===== src/rtl/regfile_fifo_ctrl_if.sv =====
// regfile_fifo_ctrl_if: write/read port bundle between the queue controller and the register file
interface regfile_fifo_ctrl_if #(parameter int DATA_W = 4, parameter int ADDR_W = 3);
  logic [ADDR_W-1:0] rf_wa;
  logic [DATA_W-1:0] rf_wd;
  logic              rf_we;
  logic [ADDR_W-1:0] rf_ra;
  logic [DATA_W-1:0] rf_rd;
  modport master (output rf_wa, rf_wd, rf_we, rf_ra, input rf_rd);
  modport slave  (input rf_wa, rf_wd, rf_we, rf_ra, output rf_rd);
endinterface


===== src/rtl/regfile_fifo_ctrl.sv =====
// regfile_fifo_ctrl: circular-queue controller driving an external 2R/1W register file
module regfile_fifo_ctrl #(
  parameter int DATA_W = 4,
  parameter int ADDR_W = 3
) (
  input  logic              clk,
  input  logic              rstn,
  input  logic              enq,
  input  logic [DATA_W-1:0] din,
  input  logic              deq,
  output logic [DATA_W-1:0] dout,
  output logic              dout_valid,
  output logic              full,
  output logic              empty,
  output logic [ADDR_W:0]   count,
  output logic              ovf,
  output logic              udf,
  regfile_fifo_ctrl_if.master rf
);
  logic [ADDR_W-1:0] head, tail;
  logic enq_ok, deq_ok;
  assign full   = count == (ADDR_W+1)'(2**ADDR_W);
  assign empty  = count == '0;
  assign deq_ok = deq & ~empty;
  // a full queue still accepts a write when the same slot is being read out
  assign enq_ok = enq & (~full | deq_ok);
  assign rf.rf_ra = head;
  assign rf.rf_wa = tail;
  assign rf.rf_wd = din;
  assign rf.rf_we = rstn & enq_ok;
  always_ff @(posedge clk or negedge rstn)
    if (!rstn) begin
      head       <= '0;
      tail       <= '0;
      count      <= '0;
      dout       <= '0;
      dout_valid <= 1'b0;
      ovf        <= 1'b0;
      udf        <= 1'b0;
    end else begin
      tail       <= enq_ok ? tail + 1'b1 : tail;
      head       <= deq_ok ? head + 1'b1 : head;
      dout       <= deq_ok ? rf.rf_rd : dout;
      dout_valid <= deq_ok;
      count      <= (enq_ok && !deq_ok) ? count + 1'b1 : (deq_ok && !enq_ok) ? count - 1'b1 : count;
      ovf        <= enq & full & ~deq_ok;
      udf        <= deq & empty;
    end
endmodule


===== src/flat_wrapper.sv =====
// flat-port wrapper written by rule: the top's interface ports become plain ports
module regfile_fifo_ctrl_flat 
#(
  parameter int DATA_W = 4,
  parameter int ADDR_W = 3
)
  (clk, rstn, enq, din, deq, dout, dout_valid, full, empty, count, ovf, udf, rf_rf_wa, rf_rf_wd, rf_rf_we, rf_rf_ra, rf_rf_rd);
  regfile_fifo_ctrl_if #(.DATA_W(DATA_W), .ADDR_W(ADDR_W)) rf_i ();
  input  logic clk;
  input  logic rstn;
  input  logic enq;
  input  logic [DATA_W-1:0] din;
  input  logic deq;
  output logic [DATA_W-1:0] dout;
  output logic dout_valid;
  output logic full;
  output logic empty;
  output logic [ADDR_W:0] count;
  output logic ovf;
  output logic udf;
  output wire logic [$bits(rf_i.rf_wa)-1:0] rf_rf_wa;
  output wire logic [$bits(rf_i.rf_wd)-1:0] rf_rf_wd;
  output wire logic [$bits(rf_i.rf_we)-1:0] rf_rf_we;
  output wire logic [$bits(rf_i.rf_ra)-1:0] rf_rf_ra;
  input wire logic [$bits(rf_i.rf_rd)-1:0] rf_rf_rd;
  assign rf_rf_wa = rf_i.rf_wa;
  assign rf_rf_wd = rf_i.rf_wd;
  assign rf_rf_we = rf_i.rf_we;
  assign rf_rf_ra = rf_i.rf_ra;
  assign rf_i.rf_rd = rf_rf_rd;
  regfile_fifo_ctrl #(.DATA_W(DATA_W), .ADDR_W(ADDR_W)) u_core (.clk(clk), .rstn(rstn), .enq(enq), .din(din), .deq(deq), .dout(dout), .dout_valid(dout_valid), .full(full), .empty(empty), .count(count), .ovf(ovf), .udf(udf), .rf(rf_i));
endmodule

===== config.mk =====
export PLATFORM = sky130hd
export DESIGN_NAME = regfile_fifo_ctrl_flat
export DESIGN_NICKNAME = d
export VERILOG_FILES = /design/src/rtl/regfile_fifo_ctrl_if.sv /design/src/rtl/regfile_fifo_ctrl.sv /design/src/flat_wrapper.sv
export SDC_FILE = /design/constraint.sdc
export NUM_CORES = 1
export LEC_CHECK = 0
export BUFFER_PORTS_ARGS = -buffer_cell sky130_fd_sc_hd__clkbuf_2
export CAP_MARGIN = 5
export CORE_ASPECT_RATIO = 0.8
export CORE_MARGIN = 4
export CORE_UTILIZATION = 49
export DETAILED_ROUTE_END_ITERATION = 6
export PLACE_DENSITY_LB_ADDON = 0.2
export SYNTH_ARGS = -nofsm -noshare
export SYNTH_HDL_FRONTEND = slang
export SYNTH_SLANG_ARGS = --single-unit

===== constraint.sdc =====
create_clock -name clk -period 7.78 [get_ports clk]
set_clock_uncertainty 0.15 [all_clocks]
set_input_delay 0.389 -clock clk [delete_from_list [all_inputs] [get_ports clk]]
set_output_delay 0.389 -clock clk [all_outputs]
set_load 0.1 [all_outputs]

==> impl_metrics.tcl, run 1 <==
set metrics [dict create \
    tightest_slew_ps 544 \
    antenna_left 0 \
    path_clk_slew_ps 90 \
    cts_tree "yes" \
    synth_warnings 0 \
    avgRoutedWirePerCell_um 12.3 \
    nNetsFinal 118 \
    htree_levels 1 \
    ys_types 27 \
    design.core.area_mm2 0.00164 \
    drt_iter0_drc 5 \
    cp.required_ps 7800 \
    drt_wl_total_mm 1.49 \
    rrSetupSlack_ps 4760 \
    fin_crit_sh_pct 38.9 \
    fp-row-count 13 \
    use_met3_pct 7.21 \
    ys_seq_elements 17 \
    drc 0 \
    crit_fanout 8 \
    viasPerCell 5.00 \
    num_vias 605 \
    die_y_um 45.5 \
    track_usage_pct 14.6 \
    grt_pass1_wl_mm 2.51 \
    hpwl_mm 1.18 \
    synth_fp_nets 90 \
    met1_usage_pct 19.0 \
    tns_ps 0 \
    drt_first_pass_iters 4 \
    clockBufferDepth 2 \
    fmax_mhz 331 \
    cap_violations 0 \
    finalSetupViolations 0 \
    finalCriticalPeriod_ps 3020 \
    clock-sinks 17 \
    netlist_instances 72 \
    cp-start-kind "register" \
    endpoint_kind "register" \
    critPathMaxStageDelay_ps 540 \
    slew_headroom_pct 63.9 \
    slew_violations 0 \
    yosysTopAreaCell "dfrtp_1" \
    clock-root-buffer "clkbuf_4" \
    seq_area_frac_synth_pct 49.3 \
    clock_latency_ps 280 \
    grt_max_degree 19 \
    grtUsageMet2_pct 20.3 \
    report.final.hold_viol_count 0 \
    synthesis.area_um2 863 \
    synthTopCellsByArea "dfrtp_1 49%, mux2_2 9.1%, ha_1 7.2%" \
    start_util_pct 52.6 \
    top_usage_layer "met2" \
    antenna_found_initial 0 \
    dieArea_mm2 0.00250 \
    layout_commonest_cell "clkbuf_2" \
    netlist.area_leader.share_pct 49.3 \
    synth.avg_cell_area_um2 12.0 \
    status "complete, no violations" \
    worstSetupPathType "register to register" \
    layout_common_cells "27 x clkbuf_2, 17 x dfrtp_1, 7 x mux2_2" \
    numCtsBuffers 3 \
    drive_above_1_share_pct 41.4 \
    holdPathStages 2 \
    portBuffers 27 \
    slowest_stage "or4_1" \
    diodes 0 \
    cts_resized 0 \
    syn2layout_area_growth_pct 19.1 \
    place.gp.congestion 0.724 \
    reg2reg_depth 9 \
    grt.overflow.total 0 \
    crit_arrival_ps 3050 \
    rsz0062_at_grt "false" \
    crit_chain "nor4_1 -> nor2_1 -> inv_2 -> ha_1 -> inv_1 -> ha_1 -> or4_1 -> o211ai_1 -> o211ai_1" \
    grt_pass1_vias 565 \
    hold_path.class "primary input to register" \
    io_pins 36 \
    die_w_um 54.9 \
]
[worst max-delay path, delay by kind of cell, from the launching register on]
kind            cells  cell delay [ps]
compound gates      2              190
fa+ha+maj           2              630
buf+inv             2              310
flops               1              480
simple gates        3             1160
[routing by layer]
layer / share of wire (%) / wire length, µm
met5: 0 / 0
met4: 1.8 / 27
met3: 10 / 150
met2: 41 / 606
met1: 47 / 704
[layout make-up]
type | count | area, µm²
Tap cell | 22 | 27.5
Clock buffer | 4 | 26.3
Timing Repair Buffer | 28 | 145
Multi-Input combinational cell | 43 | 378
Inverter | 7 | 26.3
Fill cell | 152 | 614
Sequential cell | 17 | 425
[worst paths after layout]
check	to	startpoint
min reg2reg	u_core.rf.rf_wa[2]	u_core.rf.rf_wa[2]
min	u_core.dout[0]	rf_rf_rd[0]
max in group asynchronous	u_core.count[1]	rstn
min in group asynchronous	u_core.count[3]	rstn
max	u_core.count[3]	u_core.count[0]
max reg2reg	u_core.count[3]	u_core.count[0]
[sequential cells by signal (all words and copies together) (netlist names)]
name and cells:
u_core.count 4, u_core.dout 4, u_core.rf.rf_ra 3, u_core.rf.rf_wa 3, u_core.dout_valid 1, u_core.ovf 1
u_core.udf 1
[Yosys cell counts (all sizes together)]
cell type	number
a2111o	1
a21oi	2
and2	1
and3	1
buf	4
clkbuf	1
dfrtp	17
fa	1
ha	5
inv	7
mux2	7
mux2i	1
nand2	2
nand3	2
nand3b	1
nor2	3
nor3	1
nor4	1
o211ai	3
o21ai	2
or3	1
or4	1
or4b	1
xnor2	5
xor2	1
[metrics by stage]
stage / cells / worst slack (ps) / cell area [µm²] / hold WS [ps] / util, %
2_1_floorplan: 72 / 1660 / 863 / -56.6 / -
3_3_place_gp: 116 / 4820 / 992 / 198 / 60.4
3_5_place_dp: 116 / 4770 / 992 / 201 / 60.4
4_1_cts: 121 / 4760 / 1030 / 177 / 62.6
5_1_grt: 121 / 4510 / 1030 / 173 / 62.6
6_report: 121 / 4760 / 1030 / 184 / 62.6
[cell families after synthesis]
group | share of synthesized area (%)
multiplexers | 10.3
XOR/XNOR | 6.09
flip-flops | 49.3
buffers and inverters | 6.96
AND/OR/NAND/NOR | 10.3
AO/OA/AOI/OAI | 7.54
adder cells (fa/ha/maj) | 9.57
[timing repair]
action	4_1_cts	5_1_grt
buffers inserted	0	0
hold buffers	1	0
hold endpoints to repair	17	0
Power of run 1 is left out: the tool's default activity adds up to more than one toggle a clock period on the data nets, which glitch-free logic cannot reach.
==> run 2: changes to the inputs <==
CORE_UTILIZATION = 41   (was 49)
clock period = 2.65 ns   (was 7.78 ns; I/O delays follow)
==> run 2 against run 1 <==
Non-clock buffer count rose by 16; first-iteration DRC count rose to 2.6 times the previous value; via count rose by 12%; critical path type unchanged; largest cell class unchanged; highest routed layer is now met3.
==> impl_metrics.tcl, run 2 (synthesis gave the netlist of run 1 again) <==
set metrics [dict create \
    drive_above_1_share_pct 53.0 \
    num_vias 676 \
    clock-sinks 17 \
    fin_cells 139 \
    layout_commonest_cell "clkbuf_2" \
    fmax_mhz 382 \
    cp-startpoint "u_core.count[2]" \
    portBuffers 27 \
    viasPerCell 4.86 \
    place.gp.congestion 0.749 \
    grt.overflow.total 0 \
    track_usage_pct 13.4 \
    seq_area_um2 435 \
    start_util_pct 44.4 \
    fp-row-count 14 \
    clock-root-buffer "clkbuf_4" \
    finalSetupViolations 0 \
    avgRoutedWirePerCell_um 12.3 \
    finalCriticalPeriod_ps 2610 \
    layout_common_cells "27 x clkbuf_2, 13 x dfrtp_1, 10 x buf_4" \
    top_regs "u_core.count: 4 flops, u_core.dout: 4 flops" \
    hold_path.class "primary input to primary output" \
    timing.rr.end "u_core.count[3]" \
    io_pins 36 \
    design.core.area_mm2 0.00194 \
    fillerInstances 172 \
    clock_latency_ps 280 \
    worstSetupPathType "register to register" \
    grt_pass1_vias 671 \
    multiInputGateArea_um2 422 \
    clockBufferDepth 2 \
    htree_levels 1 \
    die_y_um 49.0 \
    die_w_um 59.3 \
    worst_hold_slack_ps 115 \
    cap_violations 0 \
    drt_wl_total_mm 1.71 \
    grt_pass1_wl_mm 3.00 \
    slew_headroom_pct 63.3 \
    antenna_left 0 \
    hpwl_mm 1.39 \
    dieArea_mm2 0.00291 \
    rrSetupSlack_ps 40 \
    cp.required_ps 2670 \
    r2r_start "u_core.count[2]" \
    slew_violations 0 \
    drt_iter0_drc 13 \
    report.final.hold_viol_count 0 \
    antenna_found_initial 0 \
    cts_tree "yes" \
    numCtsBuffers 3 \
    grt_max_degree 19 \
    tns_ps 0 \
    reg2reg_depth 9 \
    endpoint "u_core.count[3]" \
    diodes 0 \
    fin_crit_sh_pct 98.7 \
    crit_fanout 4 \
    rsz0062_at_grt "true" \
    nNetsFinal 134 \
    path_clk_slew_ps 90 \
    endpoint_kind "register" \
    drc 0 \
    cp-start-kind "register" \
    status "complete, no violations" \
    syn2layout_area_growth_pct 41.6 \
    tightest_slew_ps 553 \
    drt_first_pass_iters 2 \
    placed_cells 127 \
    crit_arrival_ps 2630 \
]
run 2: changes by cell type in the layout (fill, tap and decap cells not counted):
cell / previous run / this run
buf_4: 0 / 10
dfrtp_1: 17 / 13
dfrtp_2: 0 / 2
dfrtp_4: 0 / 2
dlygate4sd3_1: 1 / 7
ha_1: 5 / 3
ha_4: 0 / 2
inv_1: 6 / 4
inv_2: 1 / 2
inv_4: 0 / 1
nor4_1: 1 / 0
nor4_4: 0 / 1
or4_1: 1 / 0
or4_4: 0 / 1
run 2: routing by layer:
| metal | global-route usage (%) | routed length (µm) | vias to the layer above |
|---|---|---|---|
| met5 | 0 | 0 | - |
| met4 | 1.13 | 0 | 0 |
| met3 | 5.03 | 134 | 0 |
| met2 | 20.7 | 766 | 21 |
| met1 | 18.3 | 804 | 325 |
| li1 | - | - | 330 |
run 2: repair_timing:
item,CTS,global route
gates resized for setup,0,2
gates cloned,0,0
pin swaps,1,5
hold buffers,7,0
buffers inserted,0,1
endpoints found under the hold margin,23,0
endpoints found under the setup margin,1,1
run 2: how the worst min path moves through the flow:
stage	start	endpoint	slack, ps	cells after the start
after floorplan	rstn	u_core.count[0]	-310	0
after global placement	rstn	u_core.udf	-60	2
after detailed placement	rstn	u_core.rf.rf_ra[2]	-50	2
after CTS	din[1]	rf_rf_wd[1]	120	0
after global routing	din[2]	rf_rf_wd[2]	120	0
final	din[1]	rf_rf_wd[1]	120	0
run 2: area by class of cell:
| type | instances | area share (%) |
|---|---|---|
| sequential | 17 | 35.6 |
| multi-input combinational | 43 | 34.5 |
| timing repair buffer | 44 | 22.9 |
| tap | 24 | 2.46 |
| inverter | 7 | 2.35 |
| clock buffer | 4 | 2.15 |
run 2: worst max-delay path, stage by stage, from the launching register on:
cell and delay (ps):
dfrtp_4 480, or4b_4 550, o21ai_4 170, inv_2 60, ha_4 160, inv_4 80, ha_4 200, or4_4 470
o211ai_1 90, o211ai_1 90
run 2: metrics by stage:
step           utilization, %  cell area (µm²)  setup slack (ps)
2_1_floorplan               -              917              -962
3_3_place_gp             57.3             1110              30.3
3_5_place_dp             57.3             1110             -15.0
4_1_cts                  62.3             1210              15.2
5_1_grt                  62.9             1220             -81.8
6_report                 62.9             1220              35.3
Power of run 2 is left out for the same reason.
==> run 3: changes to the inputs <==
--- a/config.mk
+++ b/config.mk
@@ -13,4 +13,5 @@
 export DETAILED_ROUTE_END_ITERATION = 6
 export PLACE_DENSITY_LB_ADDON = 0.2
+export SETUP_SLACK_MARGIN = 0.4
 export SYNTH_ARGS = -nofsm -noshare
 export SYNTH_HDL_FRONTEND = slang
==> constraint.sdc (replaced) <==
create_clock -name clk -period 2.65 [get_ports clk]
set_clock_uncertainty 0.15 [all_clocks]
set_input_delay 0.265 -clock clk [delete_from_list [all_inputs] [get_ports clk]]
set_output_delay 0.265 -clock clk [all_outputs]
set_load 0.1 [all_outputs]
==> run 3 against run 2 <==
Die area stayed put; sequential share of layout area is 0.75 points lower; core utilization is 1.4 points higher; routed wire length is 14% higher.
==> impl_metrics.tcl, run 3 (synthesis gave the netlist of run 1 again) <==
set metrics [dict create \
    clock_latency_ps 290 \
    io_pins 36 \
    start_util_pct 44.4 \
    die_w_um 59.3 \
    numCtsBuffers 3 \
    crit_fanout 4 \
    top_regs "u_core.count: 4 flops, u_core.dout: 4 flops" \
    grt_max_degree 18 \
    crit_arrival_ps 2610 \
    track_usage_pct 15.3 \
    drive_above_1_share_pct 61.1 \
    fp-row-count 14 \
    hold_end "u_core.dout[1]" \
    htree_levels 1 \
    status "complete, no violations" \
    drc 0 \
    design.core.area_mm2 0.00194 \
    clockBufferDepth 2 \
    antenna_found_initial 0 \
    clock-sinks 17 \
    viasPerCell 4.91 \
    grt_pass1_wl_mm 3.30 \
    nNetsFinal 132 \
    fmax_mhz 389 \
    fillerInstances 163 \
    layout_common_cells "25 x clkbuf_2, 13 x dfrtp_1, 12 x buf_4" \
    holdPathStages 2 \
    place.gp.congestion 0.715 \
    drt_wl_total_mm 1.94 \
    die_y_um 49.0 \
    rrSetupSlack_ps 80 \
    drt_first_pass_iters 4 \
    placed_cells 127 \
    cp.required_ps 2690 \
    hpwl_mm 1.53 \
    num_vias 673 \
    worstSetupPathType "register to register" \
    dieArea_mm2 0.00291 \
    endpoint_kind "register" \
    fin_crit_sh_pct 97.0 \
    portBuffers 27 \
    worst_hold_slack_ps 46.9 \
    finalCriticalPeriod_ps 2570 \
    syn2layout_area_growth_pct 44.6 \
    drt_iter0_drc 19 \
    slew_violations 0 \
    hold_path.class "primary input to register" \
    holdCritStartpoint "rf_rf_rd[1]" \
    cap_violations 0 \
    cts_tree "yes" \
    clock-root-buffer "clkbuf_4" \
    path_clk_slew_ps 100 \
    slew_headroom_pct 63.2 \
    layout_commonest_cell "clkbuf_2" \
    grt_pass1_vias 691 \
    finalSetupViolations 0 \
    antenna_left 0 \
    r2r_start "u_core.count[2]" \
    tightest_slew_ps 554 \
    grt.overflow.total 0 \
    timing.rr.end "u_core.count[1]" \
    avgRoutedWirePerCell_um 14.2 \
    fin_cells 137 \
    reg2reg_depth 9 \
    report.final.hold_viol_count 0 \
    diodes 0 \
    cp-start-kind "register" \
    rsz0062_at_grt "true" \
]
## run 3: cell types whose count changed in the layout (fill, tap and decap cells not counted), sizes merged
cell and delta:
dlygate4sd3 -6, inv -1, clkinv +1, clkbuf -1, clkinvlp +1, buf +4
## run 3: final cells by class
type | instances | area [µm²] | area share [%]
multi-input combinational | 43 | 437 | 35.0
tap | 24 | 30.0 | 2.40
timing repair buffer | 42 | 287 | 22.9
inverter | 7 | 32.5 | 2.61
clock buffer | 3 | 22.5 | 1.80
clock inverter | 1 | 5.00 | 0.401
sequential | 17 | 435 | 34.9
## run 3: critical path, stage by stage, from the launching register on
cell,delay [ps]
dfrtp_4,490
or4b_4,500
o21ai_4,160
inv_2,60
ha_4,160
inv_4,70
buf_4,110
buf_6,80
fa_1,410
mux2_4,280
## run 3: worst max-delay path by stage
stage / slack (ps) / startpoint / end
final: 80 / u_core.count[2] / u_core.count[1]
after global routing: -30 / u_core.count[2] / u_core.count[3]
after CTS: 60 / u_core.count[2] / u_core.count[3]
after detailed placement: -20 / u_core.count[2] / u_core.count[3]
after global placement: 50 / u_core.count[2] / u_core.count[3]
after floorplan: -960 / u_core.count[2] / u_core.count[3]
## run 3: stage by stage
step / setup WS, ps / utilization [%] / TNS, ps / cell area [µm²]
after floorplan: -962 / - / -3530 / 928
after global placement: 48.1 / 57.9 / 0 / 1130
after detailed placement: -23.5 / 57.9 / -23.5 / 1130
after CTS: 62.8 / 62.5 / 0 / 1210
after global routing: -28.3 / 64.2 / -35.0 / 1250
final: 79.6 / 64.2 / 0 / 1250
## run 3: metal layers
layer  part of all wire [%]  track usage, %
met1                     45            20.8
met2                     45            22.7
met3                    9.2            6.35
met4                   0.67            2.64
met5                      0               0
## run 3: repair_timing
| item | in CTS | in global routing |
|---|---|---|
| hold endpoints to repair | 17 | 0 |
| hold buffers | 1 | 0 |
| pin swaps | 4 | 2 |
| gates resized for setup | 6 | 5 |
| buffers inserted | 3 | 2 |
| endpoints found under the setup margin | 5 | 4 |
Power of run 3 is left out for the same reason.
